File: src/rtl/serial_acc_sequencer.sv
// Bit-serial 4-bit add/subtract accumulator sharing one full adder over four cycles.
// state  | meaning
// IDLE   | sample cmd every edge; load commits at once, add/sub preload the shifter
// SHIFT  | one result bit per edge through the shared full adder, LSB first
// DONE   | one-cycle done pulse; cmd ignored, back to IDLE on the next edge
module serial_acc_sequencer #(
    parameter bit SUB_EN = 1'b1
) (
    input  logic [7:0] io_in,
    output logic [7:0] io_out
);

    typedef enum logic [1:0] {
        ST_IDLE  = 2'd0,
        ST_SHIFT = 2'd1,
        ST_DONE  = 2'd2
    } state_t;

    localparam logic [1:0] CMD_NOP  = 2'b00;
    localparam logic [1:0] CMD_ADD  = 2'b01;
    localparam logic [1:0] CMD_SUB  = 2'b10;
    localparam logic [1:0] CMD_LOAD = 2'b11;

    logic       clk_sys;
    logic       rst_n;
    logic [1:0] cmd;
    logic [3:0] opnd_b;

    assign clk_sys = io_in[7];
    assign rst_n   = io_in[6];
    assign cmd     = io_in[5:4];
    assign opnd_b  = io_in[3:0];

    state_t     state_q, state_d;
    logic [3:0] acc_q, acc_d;
    logic       carry_q, carry_d;
    logic [3:0] w_q, w_d;
    logic [3:0] bsh_q, bsh_d;
    logic       c_q, c_d;
    logic [1:0] cnt_q, cnt_d;

    logic sum_bit;
    logic maj_bit;

    assign sum_bit = w_q[0] ^ bsh_q[0] ^ c_q;
    assign maj_bit = (w_q[0] & bsh_q[0]) | (w_q[0] & c_q) | (bsh_q[0] & c_q);

    always_ff @(posedge clk_sys or negedge rst_n) begin
        if (!rst_n) begin
            state_q <= ST_IDLE;
            acc_q   <= 4'd0;
            carry_q <= 1'b0;
            w_q     <= 4'd0;
            bsh_q   <= 4'd0;
            c_q     <= 1'b0;
            cnt_q   <= 2'd0;
        end else begin
            state_q <= state_d;
            acc_q   <= acc_d;
            carry_q <= carry_d;
            w_q     <= w_d;
            bsh_q   <= bsh_d;
            c_q     <= c_d;
            cnt_q   <= cnt_d;
        end
    end

    always_comb begin
        state_d = state_q;
        acc_d   = acc_q;
        carry_d = carry_q;
        w_d     = w_q;
        bsh_d   = bsh_q;
        c_d     = c_q;
        cnt_d   = cnt_q;

        case (state_q)
            ST_IDLE: begin
                case (cmd)
                    CMD_ADD: begin
                        w_d     = acc_q;
                        bsh_d   = opnd_b;
                        c_d     = 1'b0;
                        cnt_d   = 2'd0;
                        state_d = ST_SHIFT;
                    end
                    CMD_SUB: begin
                        // Subtract as acc + ~B + 1; carry-out 1 means no borrow.
                        if (SUB_EN) begin
                            w_d     = acc_q;
                            bsh_d   = ~opnd_b;
                            c_d     = 1'b1;
                            cnt_d   = 2'd0;
                            state_d = ST_SHIFT;
                        end
                    end
                    CMD_LOAD: begin
                        acc_d   = opnd_b;
                        carry_d = 1'b0;
                        state_d = ST_DONE;
                    end
                    CMD_NOP: ;
                    default: ;
                endcase
            end
            ST_SHIFT: begin
                w_d   = {sum_bit, w_q[3:1]};
                bsh_d = {1'b0, bsh_q[3:1]};
                c_d   = maj_bit;
                cnt_d = cnt_q + 2'd1;
                if (cnt_q == 2'd3) begin
                    acc_d   = {sum_bit, w_q[3:1]};
                    carry_d = maj_bit;
                    state_d = ST_DONE;
                end
            end
            // A held cmd is next seen on the first IDLE edge, one edge after DONE.
            ST_DONE: state_d = ST_IDLE;
            default: state_d = ST_IDLE;
        endcase
    end

    assign io_out = {(acc_q == 4'd0), (state_q == ST_DONE), (state_q == ST_SHIFT), carry_q, acc_q};

endmodule

File: config.mk
export PLATFORM = sky130hd
export DESIGN_NAME = serial_acc_sequencer
export DESIGN_NICKNAME = d
export VERILOG_FILES = /design/src/rtl/serial_acc_sequencer.sv
export SDC_FILE = /design/constraint.sdc
export NUM_CORES = 1
export LEC_CHECK = 0
export BUFFER_PORTS_ARGS = -buffer_cell sky130_fd_sc_hd__buf_2
export CORE_MARGIN = 3
export CORE_UTILIZATION = 40
export CTS_BUF_LIST = sky130_fd_sc_hd__clkbuf_4
export CTS_CLUSTER_SIZE = 12
export DETAILED_ROUTE_END_ITERATION = 6
export SYNTH_ARGS = -nofsm -noshare
export SYNTH_HDL_FRONTEND = slang
export SYNTH_SLANG_ARGS = --single-unit
File: constraint.sdc
create_clock -name io_in -period 1.8 [get_ports io_in]
set_input_delay 0.09 -clock io_in [delete_from_list [all_inputs] [get_ports io_in]]
set_output_delay 0.09 -clock io_in [all_outputs]
set_load 0.005 [all_outputs]
==> summary.md, run 1 <==
| Metric | Value |
|---|---|
| GP Congestion | `0.789` |
| Final setup viols | `11` |
| Yosys reg bits | `18` |
| Maximum VDD drop | `2020 µV` |
| Post-synth EDFFs | `0` |
| Sequential fraction of the synthesis area | `44.8%` |
| Worst Reg2Reg Path Length in Cells | `7` |
| Violated checks | `design-rule violations, negative hold slack, negative setup slack` |
| DR WL/cell | `22.5 µm` |
| Antenna cells | `0` |
| Crit path to | `bsh_q[1]` |
| FF-to-FF End | `acc_q[1]` |
| Rows | `17` |
| R2R Setup Slk | `0.09 ns` |
| CP top delay family | `buffers and inverters` |
| Main area contributors after synthesis | `dfrtp_1, mux2_2, mux2_4, ha_1, o21ai_0` |
| Vias in the first global route | `1601` |
| CP bufs+invs | `5` |
| Most used cell, CP | `buf_8` |
| Die X | `56.2 µm` |
| Fin util | `75.7%` |
| Via count | `1134` |
| Slowest CP cell | `mux2_4` |
| Hold WC Path Type | `clock port to asynchronous set/reset pin` |
| Post-route setup TNS | `-1.62 ns` |
| Status | `finished with violations` |
| WL final | `4010 µm` |
| Setup WS post-layout | `-0.216 ns` |
| CP arrival | `2.21 ns` |
| Tot GR Track Use | `25.9%` |
| RSZ-0062 raised after global routing | `yes` |
| Commonest cells in the netlist | `dfrtp_1, mux2_2, o21ai_0` |
| Final nets | `153` |
| R2r startpoint | `cnt_q[0]` |
| Max Cap Viol | `0` |
| Global-route wire length before repair | `5980 µm` |
| Critical-path cell list | `buf_8, buf_8, ha_4, buf_8, nor3_4, buf_6, or2_4, buf_8, mux2_4` |
| PD cells | `3030 mW/mm²` |
| WS Path Type | `clock port to flop` |
| Synth Cell Area | `0.00101 mm²` |
| Post-route ant nets | `0` |
| Die Ht | `56.2 µm` |
| YS warnings | `0` |
| Cell variety after synth | `27` |
| Area share of the leading cell type in the synthesized netlist | `44.8%` |
| DR vias/cell | `6.37` |
| Leakage power | `0.866 nW` |
| DP HPWL | `1410 µm` |
| Area Growth Syn to Fin | `72.9%` |
| Critical path's largest stage delay | `0.29 ns` |
| Least-Margin Pin Slew | `0.416 ns` |
| Dominant synthesized flop cell | `dfrtp_1` |
| Core Region | `0.00230 mm²` |
| DRC | `20` |
| GRT Residual Overflow | `0` |
| Final Hold Fails | `18` |
| Clock-pin slew on the worst setup and hold paths | `0.11 ns` |
| Antenna violations before repair | `0` |
| FFs w/ async S/R, synth | `100%` |
| Crit path from | `io_in[5]` |
| Hold WS | `-0.325 ns` |
| Fill cells | `132` |
| # IOs | `16` |
| Hold-fix buffers at CTS | `0` |
| Most frequent cell after synthesis | `dfrtp_1` |
| Clock latency on the worst-skew pair | `0.30 ns` |
| Fin Clk Skew | `0.0150 ns` |
| Type of origin of the critical path | `clock port` |
| TritonRoute pass-1 iters | `7` |
| CTS tree | `done` |
| Gate Count Post-Synth | `87` |
| Synth Net Count | `100` |
| DR iter-0 viols | `243` |
| DIE AREA | `0.00315 mm²` |
| Worst path required time | `2.00 ns` |
| Largest net degree at the start of global routing | `18` |
| Critical Path Stages | `9` |
| IO buf count | `8` |
| Syn Area/Cell | `11.6 µm²` |
| Proportion of layout cells with a drive suffix above 1 | `62.7%` |
| Fin. max-slew vios | `0` |
| CP max FO | `3` |
| Largest area contributor in the netlist | `dfrtp_1` |
| Initial Utilization | `43.8%` |
| Slew headroom | `72.2%` |
| CP endpoint kind | `flop` |
-- layout by cell type, fill, tap and decap left out, types with 2 or more instances in the layout --
| cell | synthesis | layout |
|---|---|---|
| o2bb2ai_1 | 4 | 4 |
| nor3b_1 | 2 | 2 |
| inv_1 | 4 | 2 |
| nor2_1 | 3 | 2 |
| ha_4 | 0 | 3 |
| a22oi_1 | 2 | 2 |
| mux2_2 | 8 | 4 |
| buf_6 | 2 | 7 |
| o21ai_0 | 7 | 5 |
| buf_2 | 1 | 8 |
| mux2_4 | 4 | 8 |
| clkbuf_4 | 0 | 31 |
| bufinv_16 | 0 | 2 |
| a21oi_1 | 3 | 3 |
| buf_8 | 0 | 6 |
| buf_4 | 2 | 12 |
| xnor2_1 | 4 | 4 |
| dfrtp_1 | 18 | 18 |
| clkbuf_8 | 0 | 2 |
| nand2_1 | 4 | 4 |
-- cells by family after synthesis --
group	after synthesis	synth area share [%]
and+or+nand+nor	15	8.33
muxes	14	16.9
DFF	18	44.8
buffers and inverters	11	6.47
AOI/OAI and AO/OA	20	13.1
xor gates and xnor gates	4	3.48
adders and majority gates	5	6.97
-- per-stage QoR --
| stage | hold slack [ns] | setup WS, ns | instances | instance area (µm²) | total power [mW] |
|---|---|---|---|---|---|
| 6_report | -0.325 | -0.216 | 178 | 1740 | 5.27 |
| 5_1_grt | -0.336 | -0.243 | 178 | 1740 | 5.61 |
| 4_1_cts | -0.327 | -0.357 | 177 | 1680 | 4.84 |
| 3_5_place_dp | -0.296 | -0.0630 | 118 | 1090 | 1.52 |
| 3_3_place_gp | -0.296 | -0.0630 | 118 | 1090 | 1.52 |
| 2_1_floorplan | -0.296 | -0.150 | 87 | 1060 | 1.59 |
-- power breakdown --
part           switching (mW)     total, mW  internal (mW)
combinational               0  0.0000000898              0
sequential                  0         0.446          0.446
clock                    1.88          4.83           2.95
-- registers in the layout, summed over array words and instances, names as in the netlist --
signal / flops
c_q: 1
w_q: 4
acc_q: 4
bsh_q: 4
carry_q: 1
state_q: 2
cnt_q: 2
-- what timing repair did --
| item | CTS | global route |
|---|---|---|
| resized for setup | 19 | 26 |
| pin swaps | 5 | 7 |
| buffers inserted | 8 | 6 |
| setup endpoints to repair | 15 | 12 |
-- worst min-delay path by stage --
stage	start	endpoint	depth (start not counted)
6_report	io_in[6]	carry_q	2
5_1_grt	io_in[6]	w_q[0]	2
4_1_cts	io_in[6]	state_q[1]	2
3_5_place_dp	io_in[6]	acc_q[0]	0
3_3_place_gp	io_in[6]	acc_q[0]	0
2_1_floorplan	io_in[6]	acc_q[0]	0
-- cell type report --
cell class / count / area [µm²] / area share [%]
timing repair buffer: 10 / 55.1 / 3.17
clock inverter: 5 / 86.3 / 4.96
sequential: 18 / 450 / 25.9
multi-input combinational: 58 / 581 / 33.4
inverter: 2 / 7.51 / 0.432
tap: 28 / 35.0 / 2.01
clock buffer: 57 / 524 / 30.1
-- per-layer routing --
layer	wire length (µm)	track usage [%]	vias to the layer above
met1	1370	14.8	520
met5	15	17.9	-
met2	1580	21.5	137
li1	-	-	424
met3	647	35.0	51
met4	389	49.2	2
Note: power is estimated with default switching activity, not from simulation.
==> run 2, diff against run 1 <==
--- a/config.mk
+++ b/config.mk
@@ -7,10 +7,10 @@
 export LEC_CHECK = 0
 export BUFFER_PORTS_ARGS = -buffer_cell sky130_fd_sc_hd__buf_2
 export CORE_MARGIN = 3
-export CORE_UTILIZATION = 40
-export CTS_BUF_LIST = sky130_fd_sc_hd__clkbuf_4
-export CTS_CLUSTER_SIZE = 12
+export CORE_UTILIZATION = 25
 export DETAILED_ROUTE_END_ITERATION = 6
+export PLACE_DENSITY_LB_ADDON = 0.15
+export SKIP_LAST_GASP = 1
 export SYNTH_ARGS = -nofsm -noshare
 export SYNTH_HDL_FRONTEND = slang
 export SYNTH_SLANG_ARGS = --single-unit
==> run 2 against run 1 <==
  * The flow still finishes with violations (design-rule violations, negative hold slack, negative setup slack)
  * Clock skew is 0.0064 ns lower
  * Die area is 53% higher
  * Utilization is 23 points lower
  * Sequential share of layout area is 3.1 points lower
  * Global-route usage is 4.0 points lower
  * Cell area is 13% higher
  * Via count is 6.0% lower
  * Largest cell class unchanged
==> summary.md, run 2 (synthesized netlist as in run 1, its figures left out) <==
| Metric | Value |
|---|---|
| CTS tree | `done` |
| DRC | `1` |
| Antenna violations before repair | `0` |
| Final setup viols | `11` |
| Final instance area | `0.00197 mm²` |
| Most used cell, CP | `buf_8` |
| Area Growth Syn to Fin | `96.0%` |
| Clock-pin slew on the worst setup and hold paths | `0.07 ns` |
| CP max FO | `3` |
| Via count | `1066` |
| IO buf count | `8` |
| CP endpoint kind | `flop` |
| # IOs | `16` |
| GP Congestion | `0.727` |
| Initial Utilization | `26.7%` |
| Largest net degree at the start of global routing | `15` |
| Multi-input logic area | `584 µm²` |
| Seq pwr share | `7.4%` |
| Vias in the first global route | `1757` |
| Final nets | `161` |
| Critical path's largest stage delay | `0.29 ns` |
| Clk network pwr share | `92.6%` |
| DIE AREA | `0.00482 mm²` |
| WS Path Type | `clock port to flop` |
| Type of origin of the critical path | `clock port` |
| DR WL/cell | `18.2 µm` |
| Top Registers | `acc_q (4), bsh_q (4), w_q (4)` |
| Clock latency on the worst-skew pair | `0.25 ns` |
| TritonRoute pass-1 iters | `7` |
| Global-route wire length before repair | `7350 µm` |
| GRT Residual Overflow | `0` |
| Critical-path cell list | `buf_8, buf_8, ha_4, buf_8, nor3_4, clkbuf_8, buf_8, or2_4, buf_8, mux2_4` |
| CP arrival | `2.35 ns` |
| Core Region | `0.00377 mm²` |
| Least-Margin Pin Slew | `0.374 ns` |
| CP bufs+invs | `6` |
| Tot GR Track Use | `21.9%` |
| Most frequent cells in the layout | `clkbuf_8, dfrtp_1, buf_4, buf_8, mux2_4` |
| Worst path required time | `1.94 ns` |
| Fin. max-slew vios | `0` |
| Reg area | `450 µm²` |
| Hold-fix buffers at CTS | `0` |
| Internal | `4.09 mW` |
| R2R Setup Slk | `0.13 ns` |
| Final Hold Fails | `18` |
| RSZ-0062 raised after global routing | `yes` |
| Sw Pwr | `1.93 mW` |
| Antenna cells | `0` |
| Slew headroom | `75.0%` |
| Proportion of layout cells with a drive suffix above 1 | `61.0%` |
| CP top delay family | `buffers and inverters` |
| Rows | `22` |
| Slowest CP cell | `mux2_4` |
| Violated checks | `design-rule violations, negative hold slack, negative setup slack` |
| Leading cell type in the layout, fill and taps excluded | `clkbuf_8` |
| Switching Share | `32.1%` |
| Combinational share of power | `0%` |
| Fin Clk Skew | `0.00869 ns` |
| Post-route ant nets | `0` |
| DP HPWL | `1510 µm` |
| Maximum VDD drop | `936 µV` |
| DR vias/cell | `5.15` |
| Die X | `69.4 µm` |
| PD cells | `3050 mW/mm²` |
| Die Ht | `69.4 µm` |
| Setup WS post-layout | `-0.406 ns` |
| Fill cells | `301` |
| DR iter-0 viols | `132` |
| WL final | `3760 µm` |
| Max Cap Viol | `0` |
| Leakage power | `0.953 nW` |
| Status | `finished with violations` |
| Hold WS | `-0.313 ns` |
| Post-DP Area | `0.00112 mm²` |
| Hold WC Path Type | `clock port to asynchronous set/reset pin` |
==> run 2: cell types whose count changed in the layout (fill, tap and decap cells not counted), sizes merged <==
cell,delta
buf,+6
clkbuf,+1
clkinv,+2
==> run 2: per-stage QoR <==
step                      util [%]  std cells  setup slack (ns)  TNS, ns  power, mW
final                         52.3        207            -0.406    -3.35       6.02
after global routing          52.3        207            -0.443    -4.03       6.55
after CTS                     50.7        202            -0.487    -4.10       5.76
after detailed placement      29.8        139           -0.0630   -0.159       1.52
after global placement        29.8        139           -0.0630   -0.159       1.52
after floorplan                  -         87            -0.150   -0.488       1.59
==> run 2: area by class of cell <==
type,instances,area share [%]
inverter,2,0.381
multi-input combinational,58,29.6
tap,48,3.05
timing repair buffer,11,3.17
clock inverter,7,4.76
sequential,18,22.8
clock buffer,63,36.2
==> run 2: worst paths after layout <==
| path | end | start | cells after the start |
|---|---|---|---|
| setup / recovery | bsh_q[2] | io_in[5] | 10 |
| hold reg to reg | cnt_q[1] | cnt_q[1] | 1 |
| min in group io_in | bsh_q[3] | io_in[3] | 4 |
| hold / removal | bsh_q[1] | io_in[6] | 2 |
| setup reg to reg | acc_q[2] | state_q[0] | 7 |
| max in group asynchronous | cnt_q[1] | io_in[6] | 2 |
==> run 2: worst register-to-register path: stages, from the launching register on <==
cell and delay [ns]:
dfrtp_1 0.39, buf_4 0.18, mux2i_1 0.13, clkbuf_8 0.15
buf_8 0.12, nor2_4 0.14, buf_8 0.12, mux2_2 0.32
==> run 2: what timing repair did <==
| action | CTS | global route |
|---|---|---|
| setup endpoints to repair | 18 | 14 |
| pin swaps | 6 | 7 |
| setup buffers | 10 | 10 |
| gates resized for setup | 13 | 19 |
==> run 2: metal layers <==
| layer | vias up | part of all wire (%) | GRT usage (%) |
|---|---|---|---|
| li1 | 441 | - | - |
| met2 | 98 | 46 | 14.6 |
| met3 | 40 | 14 | 34.2 |
| met5 | - | 0 | 6.67 |
| met1 | 487 | 33 | 11.7 |
| met4 | 0 | 6.9 | 45.8 |
==> run 2: power groups by stage <==
stage                     clock network (mW)     logic, mW  registers [mW]
after global routing                    6.10  0.0000000952           0.446
after CTS                               5.32  0.0000000952           0.446
after floorplan                         1.13  0.0000000542           0.460
after global placement                  1.06  0.0000000952           0.460
after detailed placement                1.06  0.0000000952           0.460
final                                   5.58  0.0000000952           0.446
